`src/rtl/iterative_divider_pkg.sv`:
```
`default_nettype none
// ============================================================================
//  Module      : divider_pkg
//  Description : Shared types for the iterative divider: FSM state encoding
//                and its width.
//  Ports       : none (package)
//  Revision    : 1.0 - initial release
// ============================================================================
package divider_pkg;

    localparam int STATE_W = 2;

    typedef enum logic [STATE_W-1:0] {
        ST_IDLE = 2'd0,
        ST_BUSY = 2'd1,
        ST_DONE = 2'd2
    } div_state_t;

endpackage
`default_nettype wire

```
`src/rtl/iterative_divider_div_step.sv`:
```
`default_nettype none
// ============================================================================
//  Module      : div_step
//  Description : One combinational radix-2 restoring division step.
//  Ports       : rem_i     - partial remainder entering the step (< divisor)
//                bit_i     - next dividend bit shifted in at the LSB
//                divisor_i - divisor (non-zero)
//                rem_o     - partial remainder leaving the step
//                q_bit_o   - quotient bit produced by this step
//  Revision    : 1.0 - initial release
// ============================================================================
module div_step #(
    parameter int WIDTH = 32
) (
    input  logic [WIDTH-1:0] rem_i,
    input  logic             bit_i,
    input  logic [WIDTH-1:0] divisor_i,
    output logic [WIDTH-1:0] rem_o,
    output logic             q_bit_o
);

    // The shifted value keeps the remainder MSB as an extra bit. With a
    // divisor above 2^(WIDTH-1) the remainder can have its MSB set, and
    // dropping it would corrupt the trial subtraction.
    logic [WIDTH:0] shifted;

    always_comb begin
        shifted = {rem_i, bit_i};
        // No borrow when the shifted value overflows WIDTH bits or is
        // already >= divisor.
        q_bit_o = shifted[WIDTH] || (shifted[WIDTH-1:0] >= divisor_i);
        // On no-borrow the true difference is < divisor, so the WIDTH-bit
        // modular subtraction yields it exactly.
        rem_o   = q_bit_o ? (shifted[WIDTH-1:0] - divisor_i) : shifted[WIDTH-1:0];
    end

endmodule
`default_nettype wire

```
`src/rtl/iterative_divider.sv`:
```
`default_nettype none
// ============================================================================
//  Module      : iterative_divider
//  Description : Unsigned radix-2 restoring divider, one quotient bit per
//                cycle, one operation in flight, ready/valid handshakes.
//  Ports       : clock, reset          - clock, synchronous active-high reset
//                in_valid / in_ready   - operand handshake
//                dividend, divisor     - unsigned operands
//                out_valid / out_ready - result handshake
//                quotient, remainder   - unsigned results
//                div_by_zero           - result came from a zero divisor
//  Revision    : 1.0 - initial release
// ============================================================================
module iterative_divider
    import divider_pkg::*;
#(
    parameter int WIDTH = 32
) (
    input  logic             clock,
    input  logic             reset,
    input  logic             in_valid,
    output logic             in_ready,
    input  logic [WIDTH-1:0] dividend,
    input  logic [WIDTH-1:0] divisor,
    output logic             out_valid,
    input  logic             out_ready,
    output logic [WIDTH-1:0] quotient,
    output logic [WIDTH-1:0] remainder,
    output logic             div_by_zero
);

    localparam int              CNT_W     = $clog2(WIDTH);
    localparam logic [CNT_W-1:0] LAST_STEP = CNT_W'(WIDTH - 1);
    localparam logic [CNT_W-1:0] CNT_ONE   = CNT_W'(1);

    div_state_t       state_q,   state_d;
    logic [CNT_W-1:0] cnt_q,     cnt_d;
    logic [WIDTH-1:0] divisor_q, divisor_d;
    logic [WIDTH-1:0] rem_q,     rem_d;
    logic [WIDTH-1:0] quo_q,     quo_d;
    logic             dbz_q,     dbz_d;

    logic [WIDTH-1:0] step_rem;
    logic             step_qbit;

    // The quotient register doubles as the dividend shift register: its MSB
    // feeds the step, and quotient bits fill in from the LSB.
    div_step #(
        .WIDTH (WIDTH)
    ) u_step (
        .rem_i     (rem_q),
        .bit_i     (quo_q[WIDTH-1]),
        .divisor_i (divisor_q),
        .rem_o     (step_rem),
        .q_bit_o   (step_qbit)
    );

    assign in_ready    = (state_q == ST_IDLE) && !reset;
    assign out_valid   = (state_q == ST_DONE);
    assign quotient    = quo_q;
    assign remainder   = rem_q;
    assign div_by_zero = dbz_q;

    always_comb begin
        state_d   = state_q;
        cnt_d     = cnt_q;
        divisor_d = divisor_q;
        rem_d     = rem_q;
        quo_d     = quo_q;
        dbz_d     = dbz_q;
        case (state_q)
            ST_IDLE: begin
                if (in_valid && in_ready) begin
                    if (divisor != '0) begin
                        divisor_d = divisor;
                        rem_d     = '0;
                        quo_d     = dividend;
                        cnt_d     = '0;
                        dbz_d     = 1'b0;
                        state_d   = ST_BUSY;
                    end else begin
                        quo_d   = '1;
                        rem_d   = dividend;
                        dbz_d   = 1'b1;
                        state_d = ST_DONE;
                    end
                end
            end
            ST_BUSY: begin
                rem_d = step_rem;
                quo_d = {quo_q[WIDTH-2:0], step_qbit};
                cnt_d = cnt_q + CNT_ONE;
                dbz_d = 1'b0;
                if (cnt_q == LAST_STEP) begin
                    state_d = ST_DONE;
                end
            end
            ST_DONE: begin
                if (out_ready) begin
                    state_d = ST_IDLE;
                end
            end
            default: begin
                state_d = ST_IDLE;
            end
        endcase
    end

    always_ff @(posedge clock) begin
        if (reset) begin
            state_q   <= ST_IDLE;
            cnt_q     <= '0;
            divisor_q <= '0;
            rem_q     <= '0;
            quo_q     <= '0;
            dbz_q     <= 1'b0;
        end else begin
            state_q   <= state_d;
            cnt_q     <= cnt_d;
            divisor_q <= divisor_d;
            rem_q     <= rem_d;
            quo_q     <= quo_d;
            dbz_q     <= dbz_d;
        end
    end

endmodule
`default_nettype wire
```
`config.mk`:
```
export PLATFORM = sky130hd
export DESIGN_NAME = iterative_divider
export DESIGN_NICKNAME = d
export VERILOG_FILES = /design/src/rtl/iterative_divider_pkg.sv /design/src/rtl/iterative_divider_div_step.sv /design/src/rtl/iterative_divider.sv
export SDC_FILE = /design/constraint.sdc
export NUM_CORES = 1
export LEC_CHECK = 0
export ABC_AREA = 1
export CORE_MARGIN = 2
export CORE_UTILIZATION = 49
export DETAILED_ROUTE_END_ITERATION = 10
export PLACE_DENSITY_LB_ADDON = 0.12
export SLEW_MARGIN = 5
export SYNTH_ARGS = -nofsm -noshare
export SYNTH_HDL_FRONTEND = slang
export SYNTH_HIERARCHICAL = 1
export SYNTH_SLANG_ARGS = --single-unit
export TNS_END_PERCENT = 100
```
`constraint.sdc`:
```
create_clock -name clock -period 2.1 [get_ports clock]
set_input_delay 0.42 -clock clock [delete_from_list [all_inputs] [get_ports clock]]
set_output_delay 0.42 -clock clock [all_outputs]
set_load 0.02 [all_outputs]
```
==> metrics.csv, run 1 <==
stage,metric,value,unit
outcome,violations,setup timing,
synthesis,synth_top_area_share,27.2,%
critical_path,crit_required,2.39,ns
timing,fmax,0.440,GHz
finish,final_cells,1737,
critical_path,startpoint,quotient[31],
timing,fin_crit_sh,108,%
grt,use_met2,49.0,%
power,power_density,776,mW/mm²
detailed_routing,drc,0,
power,power,8.68,mW
detailed_routing,totalWireLength,26.3,mm
detailed_routing,vias,9040,
grt,grt_first_pass_wirelength,40.9,mm
synthesis,synth_top_area_cell,dfxtp_1,
critical_path,rrSetupSlack,-0.17,ns
finish,n_antenna_cell,0,
detailed_routing,vias_per_cell,5.20,
synthesis,synth-seq-area-share,27.2,%
critical_path,crit_path_end,remainder[27],
grt,antenna_found_initial,0,
die,die_h,129,µm
grt,busiest_layer,met2,
clock_tree,clock_latency,0.36,ns
critical_path,reg2reg_to,remainder[27],
finish,synthToLayoutAreaGrowth,46.2,%
synthesis,async_reset_ff_share,0,%
synthesis,avgSynthCellArea,5.97,µm²
outcome,outcome,"complete, but fails checks",
power,pwr-share-clk,19.7,%
synthesis,ys_top_cells_by_area,"dfxtp_1 (27%), nand2_1 (19%), nor2_1 (9.4%)",
grt,grt_overflow,0,
critical_path,reg2reg_from,quotient[31],
clock_tree,path_clk_slew,0.08,ns
die,io_pins,135,
timing,rsz0062_at_grt,yes,
critical_path,start_kind,flop,
die,dieArea,0.0166,mm²
power,leakagePower,5.31,nW
timing,period_minus_slack,2.27,ns
place,gp_congestion,0.964,
detailed_routing,drt_iter0_markers,826,
timing,fin_ws,-0.170,ns
clock_tree,cts_tree,yes,
synthesis,synth_nets,1383,
power,p_int,5.10,mW
grt,grt_util_met1,44.9,%
die,dieWidth,129,µm
power,p_comb_share,54.2,%
clock_tree,numClockSinks,104,
place,hpwl,19.7,mm
timing,worstMarginPinSlew,0.568,ns
power,switching_share,41.2,%
power,p_switching,3.58,mW
timing,slew_headroom,62.1,%
detailed_routing,dr.pass1.iters,7,
timing,finalSetupViolCount,33,
place,dpl_cell_area,0.0102,mm²
place,numPortBuffers,134,
power,peakVddDrop,0.578,mV
timing,drv_slew,0,
hold_path,hp-class,reg2reg,
synthesis,synthFlopType,dfxtp_1,
finish,final_area,0.0112,mm²
critical_path,crit_arrival,2.56,ns
clock_tree,htreeDepth,3,
synthesis,synth.top_cells.by_count,"nand2_1 (379), nor2_1 (192), inv_1 (169), dfxtp_1 (104), o21ai_0 (83)",
synthesis,synth_cell_types,36,
job,drv_cap,0,
place,dp_cells,1710,
timing,fin_skew,0.00674,ns
critical_path,reg2reg_depth,18,
die,row_count,45,
critical_path,critPathKind,reg2reg,
grt,first_global_vias,8180,
die,start_util,50.3,%
synthesis,synth_enable_flop_cells,0,
clock_tree,numCtsBuffers,9,
finish,nets,1647,
detailed_routing,antenna_left,0,
synthesis,syn_inst,1280,
grt,grt_usage,31.3,%
synthesis,ys_seq_elements,104,
synthesis,synth_most_common_cell,nand2_1,
grt,grt_max_degree,64,
die,core,0.0152,mm²
timing,hold_violations,0,
clock_tree,cts_buffer_depth,2,
detailed_routing,routedWlPerCell,15.1,µm
critical_path,cp-end-kind,flop,
grt,use_met3,4.74,%
critical_path,path_max_fanout,6,
synthesis,ys.warnings.count,6,
finish,drive_gt1_share,19.8,%
hold_path,min_from,cnt_q[3],
synthesis,synthesis.area,0.00765,mm²
power,seq_power_share,26.0,%
finish,final.fill_count,1274,
clock_tree,root_buffer,clkbuf_16,
-- routing by layer --
metal	vias to the layer above	share of wire (%)	wire length, µm
met5	-	0	0
li1	4558	-	-
met3	50	8.2	2140
met4	0	2.3	615
met1	4077	46	12100
met2	355	44	11400
-- layout make-up --
cell class	count	area, µm²	area share (%)
Tap cell	188	235	2.10
Inverter	175	664	5.94
Clock inverter	5	46.3	0.414
Sequential cell	104	2100	18.8
Multi-Input combinational cell	949	5010	44.8
Timing Repair Buffer	305	2870	25.7
Clock buffer	11	253	2.26
-- critical path, cell delays in order (launching register included) --
cell	delay, ns
dfxtp_4	0.35
inv_2	0.04
ha_4	0.16
fa_2	0.33
inv_2	0.09
nand2_2	0.06
nand2_2	0.07
nand3_2	0.06
nand2_2	0.09
nand2_2	0.07
nand3_2	0.07
nand2_2	0.07
nand2_4	0.09
buf_12	0.12
buf_12	0.14
nand3_4	0.09
nand2_4	0.08
nand2_1	0.05
a31oi_1	0.16
-- power by group through the flow --
stage	Combinational, mW	Sequential (mW)	Clock, mW
3_5_place_dp	3.93	2.28	0
3_3_place_gp	3.91	2.28	0
6_report	4.71	2.26	1.71
4_1_cts	4.47	2.25	1.74
2_1_floorplan	2.22	2.41	0
5_1_grt	5.07	2.27	1.80
-- stage by stage --
step                      setup WS [ns]  hold slack (ns)  util [%]  setup TNS (ns)
after detailed placement         -0.181            0.457      67.4          -10.38
after global placement           -0.182            0.448      67.4           -9.09
final                            -0.170            0.464      73.6           -3.85
after CTS                       -0.0821            0.468      72.7           -1.62
after global routing             -0.261            0.495      73.6           -7.44
after floorplan                 0.00280            0.441         -               0
-- layout by cell type, fill, tap and decap left out, types with 2 or more instances in the layout --
master	Yosys	layout
dfxtp_4	0	2
nand3b_1	3	3
nor2_1	192	192
ha_4	0	19
inv_8	0	2
a21o_1	2	2
nor2_4	4	5
nand2_2	19	41
ha_1	34	15
clkinv_4	0	3
buf_6	16	2
o21bai_1	3	3
dfxtp_2	0	9
xor2_1	14	13
a21oi_1	57	53
nand3_4	0	5
and2_1	3	3
nand3_2	2	10
nand3_1	77	64
dfxtp_1	104	93
buf_4	4	150
o21ai_1	20	22
nor3_1	5	5
nand4_1	7	7
inv_2	5	8
nand2_1	379	354
inv_1	169	166
o21ai_0	83	80
a21oi_2	1	4
buf_12	0	16
clkbuf_16	0	10
clkbuf_8	0	2
clkdlybuf4s50_1	0	131
a31oi_1	33	33
nand2_4	3	6
-- worst min path at each step --
stage / endpoint / slack (ns) / cells after the start
detailed placement: cnt_q[3] / 0.46 / 2
finish: cnt_q[3] / 0.46 / 2
CTS: cnt_q[3] / 0.47 / 2
floorplan: cnt_q[3] / 0.44 / 2
global placement: cnt_q[3] / 0.45 / 2
global route: div_by_zero / 0.49 / 2
-- registers in the layout (all words and copies together), names as in the netlist --
signal       count
divisor_q       32
quotient        32
remainder       32
cnt_q            5
state_q          2
div_by_zero      1
-- kinds of logic after synthesis --
group	share of synthesized area [%]
xor+xnor	1.60
fa+ha+maj	5.82
simple gates	38.3
flops	27.2
compound gates	13.8
buf+inv	13.3
-- repair_timing --
| action | CTS | global route |
|---|---|---|
| pin swaps | 7 | 24 |
| cloned | 2 | 1 |
| setup endpoints to repair | 34 | 34 |
| resized for setup | 69 | 30 |
| hold buffers | 0 | 0 |
| buffers inserted | 8 | 1 |
Note: power is estimated with default switching activity, not from simulation.
==> inputs of run 2 (changes only) <==
Settings changed: CORE_MARGIN 2 to 4, SLEW_MARGIN 5 to 20.
==> run 2 against run 1 <==
Effect of this change: total power is 1.4% higher; the run still ends with setup timing left; cell count up 1.4%; maximum frequency is 0.83% lower; worst hold slack better by 0.0041 ns; die area increased by 6.3%; largest power group unchanged; clock skew is 0.0023 ns higher; flip-flop and latch count is the same; clock power barely moved; setup slack got worse by 0.019 ns; highest routed layer unchanged; sequential share of layout area down 0.16 points; count of clock-buffer cells in the layout decreased by 1.
==> metrics.csv, run 2 (synthesis results as in run 1) <==
stage,metric,value,unit,change
grt,grt_first_pass_wirelength,42.3,mm,was 40.9 mm
finish,synthToLayoutAreaGrowth,46.9,%,was 46.2%
die,dieWidth,133,µm,was 129 µm
finish,final_cells,1761,,was 1737
critical_path,crit_arrival,2.50,ns,was 2.56 ns
outcome,violations,setup timing,,unchanged
detailed_routing,totalWireLength,27.0,mm,was 26.3 mm
power,pwr-share-clk,19.5,%,was 19.7%
timing,fin_skew,0.00904,ns,was 0.00674 ns
finish,n_antenna_cell,0,,unchanged
die,die_h,133,µm,was 129 µm
die,core,0.0153,mm²,was 0.0152 mm²
grt,grt_overflow,0,,unchanged
timing,slew_headroom,47.8,%,was 62.1%
power,switching_share,42.1,%,was 41.2%
outcome,outcome,"complete, but fails checks",,unchanged
finish,utilization,73.6,%,about the same
power,peakVddDrop,0.622,mV,was 0.578 mV
timing,fin_crit_sh,109,%,was 108%
timing,holdWs,0.469,ns,was 0.464 ns
detailed_routing,vias_per_cell,5.18,,was 5.20
die,dieArea,0.0177,mm²,was 0.0166 mm²
die,io_pins,135,,unchanged
timing,hold_violations,0,,unchanged
power,power,8.80,mW,was 8.68 mW
detailed_routing,vias,9126,,was 9040
detailed_routing,dr.pass1.iters,7,,unchanged
detailed_routing,drt_iter0_markers,1111,,was 826
timing,finalSetupViolCount,33,,unchanged
timing,worstMarginPinSlew,0.783,ns,was 0.568 ns
place,dp_cells,1726,,was 1710
critical_path,crit_chain,"inv_4, ha_4, fa_2, inv_2, nand2_2, nand2_2, nand3_2, nand2_2, nand2_2, nand3_2, nand2_4, nand2_8, clkinv_8, clkbuf_16, nand2_2, nand2_1, nand2_1, a31oi_1",,"was inv_2, ha_4, fa_2, inv_2, nand2_2, nand2_2, nand3_2, nand2_2, nand2_2, nand3_2, nand2_2, nand2_4, buf_12, buf_12, nand3_4, nand2_4, nand2_1, a31oi_1"
power,p_int,5.09,mW,was 5.10 mW
detailed_routing,drc,0,,unchanged
clock_tree,cts_tree,yes,,unchanged
power,p_switching,3.71,mW,was 3.58 mW
timing,fmax,0.437,GHz,was 0.440 GHz
place,gp_congestion,0.983,,was 0.964
clock_tree,ctsHoldBuffers,0,,unchanged
timing,fin_ws,-0.189,ns,was -0.170 ns
critical_path,start_kind,flop,,unchanged
job,drv_cap,0,,unchanged
finish,drive_gt1_share,20.6,%,was 19.8%
critical_path,cp-end-kind,flop,,unchanged
die,start_util,50.1,%,was 50.3%
finish,most-common-layout-cells,"nand2_1 (344), nor2_1 (187), inv_1 (167)",,"was nand2_1 (354), nor2_1 (192), inv_1 (166)"
critical_path,critPathBufInv,4,,unchanged
clock_tree,path_clk_slew,0.08,ns,about the same
clock_tree,numClockSinks,104,,unchanged
die,row_count,45,,unchanged
finish,final_area,0.0112,mm²,about the same
critical_path,max_stage_delay,0.37,ns,was 0.35 ns
critical_path,reg2reg_from,quotient[31],,unchanged
grt,first_global_vias,8293,,was 8180
timing,period_minus_slack,2.29,ns,was 2.27 ns
detailed_routing,antenna_left,0,,unchanged
hold_path,min_from,cnt_q[3],,unchanged
timing,fin_setup_tns,-4.20,ns,was -3.85 ns
place,hpwl,20.0,mm,was 19.7 mm
critical_path,cp_common_cell,nand2_2,,unchanged
finish,final.fill_count,1263,,was 1274
detailed_routing,routedWlPerCell,15.3,µm,was 15.1 µm
power,power_density,784,mW/mm²,was 776 mW/mm²
clock_tree,numCtsBuffers,9,,unchanged
place,place_ws,-0.247,ns,was -0.181 ns
clock_tree,htreeDepth,3,,unchanged
critical_path,startpoint,quotient[31],,unchanged
clock_tree,cts_buffer_depth,2,,unchanged
finish,nets,1648,,was 1647
timing,rsz0062_at_grt,yes,,unchanged
place,numPortBuffers,134,,unchanged
place,dpl_cell_area,0.0102,mm²,about the same
power,seq_power_share,25.7,%,was 26.0%
timing,drv_slew,0,,unchanged
finish,final_common_cell,nand2_1,,unchanged
power,p_comb_share,54.8,%,was 54.2%
clock_tree,clock_latency,0.36,ns,about the same
clock_tree,root_buffer,clkbuf_16,,unchanged
grt,antenna_found_initial,0,,unchanged
grt,grt_usage,29.4,%,was 31.3%
grt,grt_max_degree,73,,was 64
critical_path,critPathKind,reg2reg,,unchanged
critical_path,critPathTopFamily,simple AND/OR/NAND/NOR gates,,unchanged
hold_path,hp-class,reg2reg,,unchanged
critical_path,path_max_fanout,8,,was 6
critical_path,crit_required,2.31,ns,was 2.39 ns
critical_path,slowest_stage,dfxtp_4,,unchanged
power,leakagePower,5.39,nW,was 5.31 nW
-- run 2: cell types whose count changed in the layout (fill, tap and decap cells not counted), moves of 5 or more --
cell / change
nand2_1: -10
nand3_2: +9
ha_1: +7
ha_4: -7
dfxtp_1: +5
nand2_4: +5
nand3_1: -5
nor2_1: -5
nor2_2: +5
-- run 2: final timing paths --
kind,to,slack [ns],depth (start not counted)
setup / recovery,remainder[12],-0.19,18
hold / removal,cnt_q[3],0.47,2
setup reg to reg,remainder[12],-0.19,18
hold reg to reg,cnt_q[3],0.47,2
-- run 2: what timing repair did --
action | CTS | global route
setup endpoints to repair | 33 | 37
pin swaps | 16 | 37
gates cloned | 1 | 3
resized for setup | 44 | 66
setup buffers | 13 | 2
-- run 2: area by class of cell --
class                      instances  area, µm²  share of cell area [%]
sequential                       104       2090                    18.6
multi-input combinational        949       5020                    44.7
timing repair buffer             306       2890                    25.7
clock buffer                      10        229                    2.04
tap                              211        264                    2.35
inverter                         175        672                    5.98
clock inverter                     6       60.1                   0.535
-- run 2: metal layers --
| layer | global-route usage [%] | share of wire (%) | wire length [µm] | up-vias |
|---|---|---|---|---|
| li1 | - | - | - | 4557 |
| met1 | 43.7 | 46 | 12500 | 4166 |
| met2 | 44.2 | 44 | 11800 | 361 |
| met3 | 5.97 | 8.4 | 2270 | 42 |
| met4 | 5.20 | 1.5 | 413 | 0 |
| met5 | 0 | 0 | 0 | - |
-- run 2: power groups by stage --
stage,clock network [mW],logic [mW],registers (mW)
after floorplan,0,2.22,2.41
final,1.72,4.83,2.26
after global placement,0,3.89,2.29
after detailed placement,0,3.91,2.29
after CTS,1.73,4.27,2.25
after global routing,1.81,5.19,2.28
-- run 2: worst reg2reg max path, stage by stage, from the launching register on --
cell and delay [ns]:
dfxtp_4 0.37, inv_4 0.04, ha_4 0.16, fa_2 0.34, inv_2 0.08, nand2_2 0.06
nand2_2 0.06, nand3_2 0.06, nand2_2 0.07, nand2_2 0.06, nand3_2 0.08, nand2_4 0.07
nand2_8 0.13, clkinv_8 0.10, clkbuf_16 0.19, nand2_2 0.06, nand2_1 0.05, nand2_1 0.07
a31oi_1 0.09
==> edit (settings of run 1) <==
`WIDTH` is set to 32 in 2 places; all go to 64.
--- a/src/rtl/iterative_divider_div_step.sv
+++ b/src/rtl/iterative_divider_div_step.sv
@@ -10,7 +10,7 @@
 //  Revision    : 1.0 - initial release
 // ============================================================================
 module div_step #(
-    parameter int WIDTH = 32
+    parameter int WIDTH = 64
 ) (
     input  logic [WIDTH-1:0] rem_i,
     input  logic             bit_i,
--- a/src/rtl/iterative_divider.sv
+++ b/src/rtl/iterative_divider.sv
@@ -14,7 +14,7 @@
 module iterative_divider
     import divider_pkg::*;
 #(
-    parameter int WIDTH = 32
+    parameter int WIDTH = 64
 ) (
     input  logic             clock,
     input  logic             reset,
Interface: changed (resized dividend, divisor, quotient and remainder); port bits go from 135 to 263. No check against the original RTL was run, so the function may have changed too.
==> edit against run 1 <==
The run still ends with negative setup slack left. Critical path depth is 4 lower. Synthesized area grew 110%. Non-clock buffer count increased by 403. Worst setup slack lost 0.33 ns. Wire length grew to 2.7 times the old value. Final area rose by 120%. Sequential cell count increased by 97.
Power is left out: the tool's default activity adds up to more than one toggle a clock period on the data nets, which glitch-free logic cannot reach.
==> edit: results (changes against run 1) <==
worst_setup_path:
  timing.rr.start: "divisor_q[49]"
  cpMaxStageDelayCell: "dfxtp_1"
  ff2ff_path_depth: 14  # -4
  r2r-end: "remainder[21]"
  max_stage_delay_ns: 0.37  # +0.02 ns
drt:
  wirelength_um: 71200  # +170%
  drt_iter0_drc: 2202  # +170%
timing:
  worst_pin_slew_ns: 0.945  # +0.377 ns
  setup_slack_ns: -0.498  # -0.328 ns
  finalSetupViolations: 65  # +97%
  setup_tns_ns: -25.71  # -21.86 ns
hold_path:
  hold_class: "in2reg"
  min_from: "reset"
status:
  violations: "negative setup slack"
  status: "complete, but fails checks"
synthesis:
  synth_xor_xnor_area_share_pct: 1.71  # +0.11 points
  yosysUniqueCellTypes: 41  # +14%
  synthTopCellsByCount: "984 x nand2_1, 397 x inv_1, 282 x nor2_1, 201 x dfxtp_1, 180 x a21oi_1"
  syn_inst: 2765  # +120%
  synth_fa_ha_area_share_pct: 5.24  # -0.58 points
  synth_area_leaders: "dfxtp_1 25%, nand2_1 23%, inv_1 9.4%"
grt:
  grt_pass1_wl_um: 101000  # +150%
  use_met3_pct: 8.26  # +3.5 points
  gr-usage-met1_pct: 51.0  # +6.2 points
  grt_pass1_vias: 19199  # +130%
clock_tree:
  h-tree-depth: 1  # -2
  clock_path_buffers: 3  # +1
placed_design:
  io_buffers: 262  # +96%
  globalplace.congestion: 0.970  # +0.67%
  placed_area_um2: 21600  # +110%
  dp_cells: 3726  # +120%
  pre_cts_ws_ns: -0.586  # -0.405 ns
  dpl.hpwl_um: 50700  # +160%
layout:
  fin_nets: 3586  # +120%
==> edit: changes by cell type in the layout (fill, tap and decap cells not counted), moves of 61 or more <==
cell	delta
o21ai_1	+94
inv_1	+218
clkdlybuf4s50_1	+82
nand2_1	+486
dfxtp_1	+81
buf_4	+257
o21ai_0	-61
a21oi_1	+116
nand2_2	+143
==> edit: what timing repair did <==
action                     4_1_cts  5_1_grt
setup endpoints to repair       71      124
gates cloned                     1       11
gates resized for setup        197      277
pin swaps                       36       89
setup buffers                   12       15
==> edit: worst max path at each step <==
| stage | end | start | cells past startpoint |
|---|---|---|---|
| 6_report | remainder[21] | divisor_q[49] | 14 |
| 5_1_grt | remainder[21] | divisor_q[49] | 14 |
| 4_1_cts | remainder[45] | quotient[63] | 20 |
| 3_5_place_dp | remainder[55] | divisor_q[2] | 17 |
| 3_3_place_gp | remainder[63] | divisor[55] | 11 |
| 2_1_floorplan | quotient[0] | quotient[63] | 20 |
==> edit: area by class of cell <==
| cell class | instances | area, um2 |
|---|---|---|
| Sequential cell | 201 | 4060 |
| Multi-Input combinational cell | 2040 | 11300 |
| Tap cell | 402 | 503 |
| Inverter | 412 | 1580 |
| Fill cell | 2309 | 7000 |
| Timing Repair Buffer | 708 | 6460 |
| Clock inverter | 9 | 130 |
| Timing Repair inverter | 1 | 16.3 |
| Clock buffer | 33 | 696 |
==> edit: worst max-delay path: cells and delay by family, from the launching register on <==
kind | cells | cell delay (ns)
buf+inv | 3 | 0.40
fa+ha+maj | 1 | 0.30
simple gates | 9 | 1.27
flops | 1 | 0.37
compound gates | 1 | 0.16
==> edit: layer usage <==
| metal | vias to the layer above | part of all wire, % |
|---|---|---|
| met2 | 1170 | 44 |
| met4 | 2 | 5.0 |
| met3 | 251 | 11 |
| met5 | - | 0.015 |
| met1 | 9724 | 40 |
| li1 | 9856 | - |
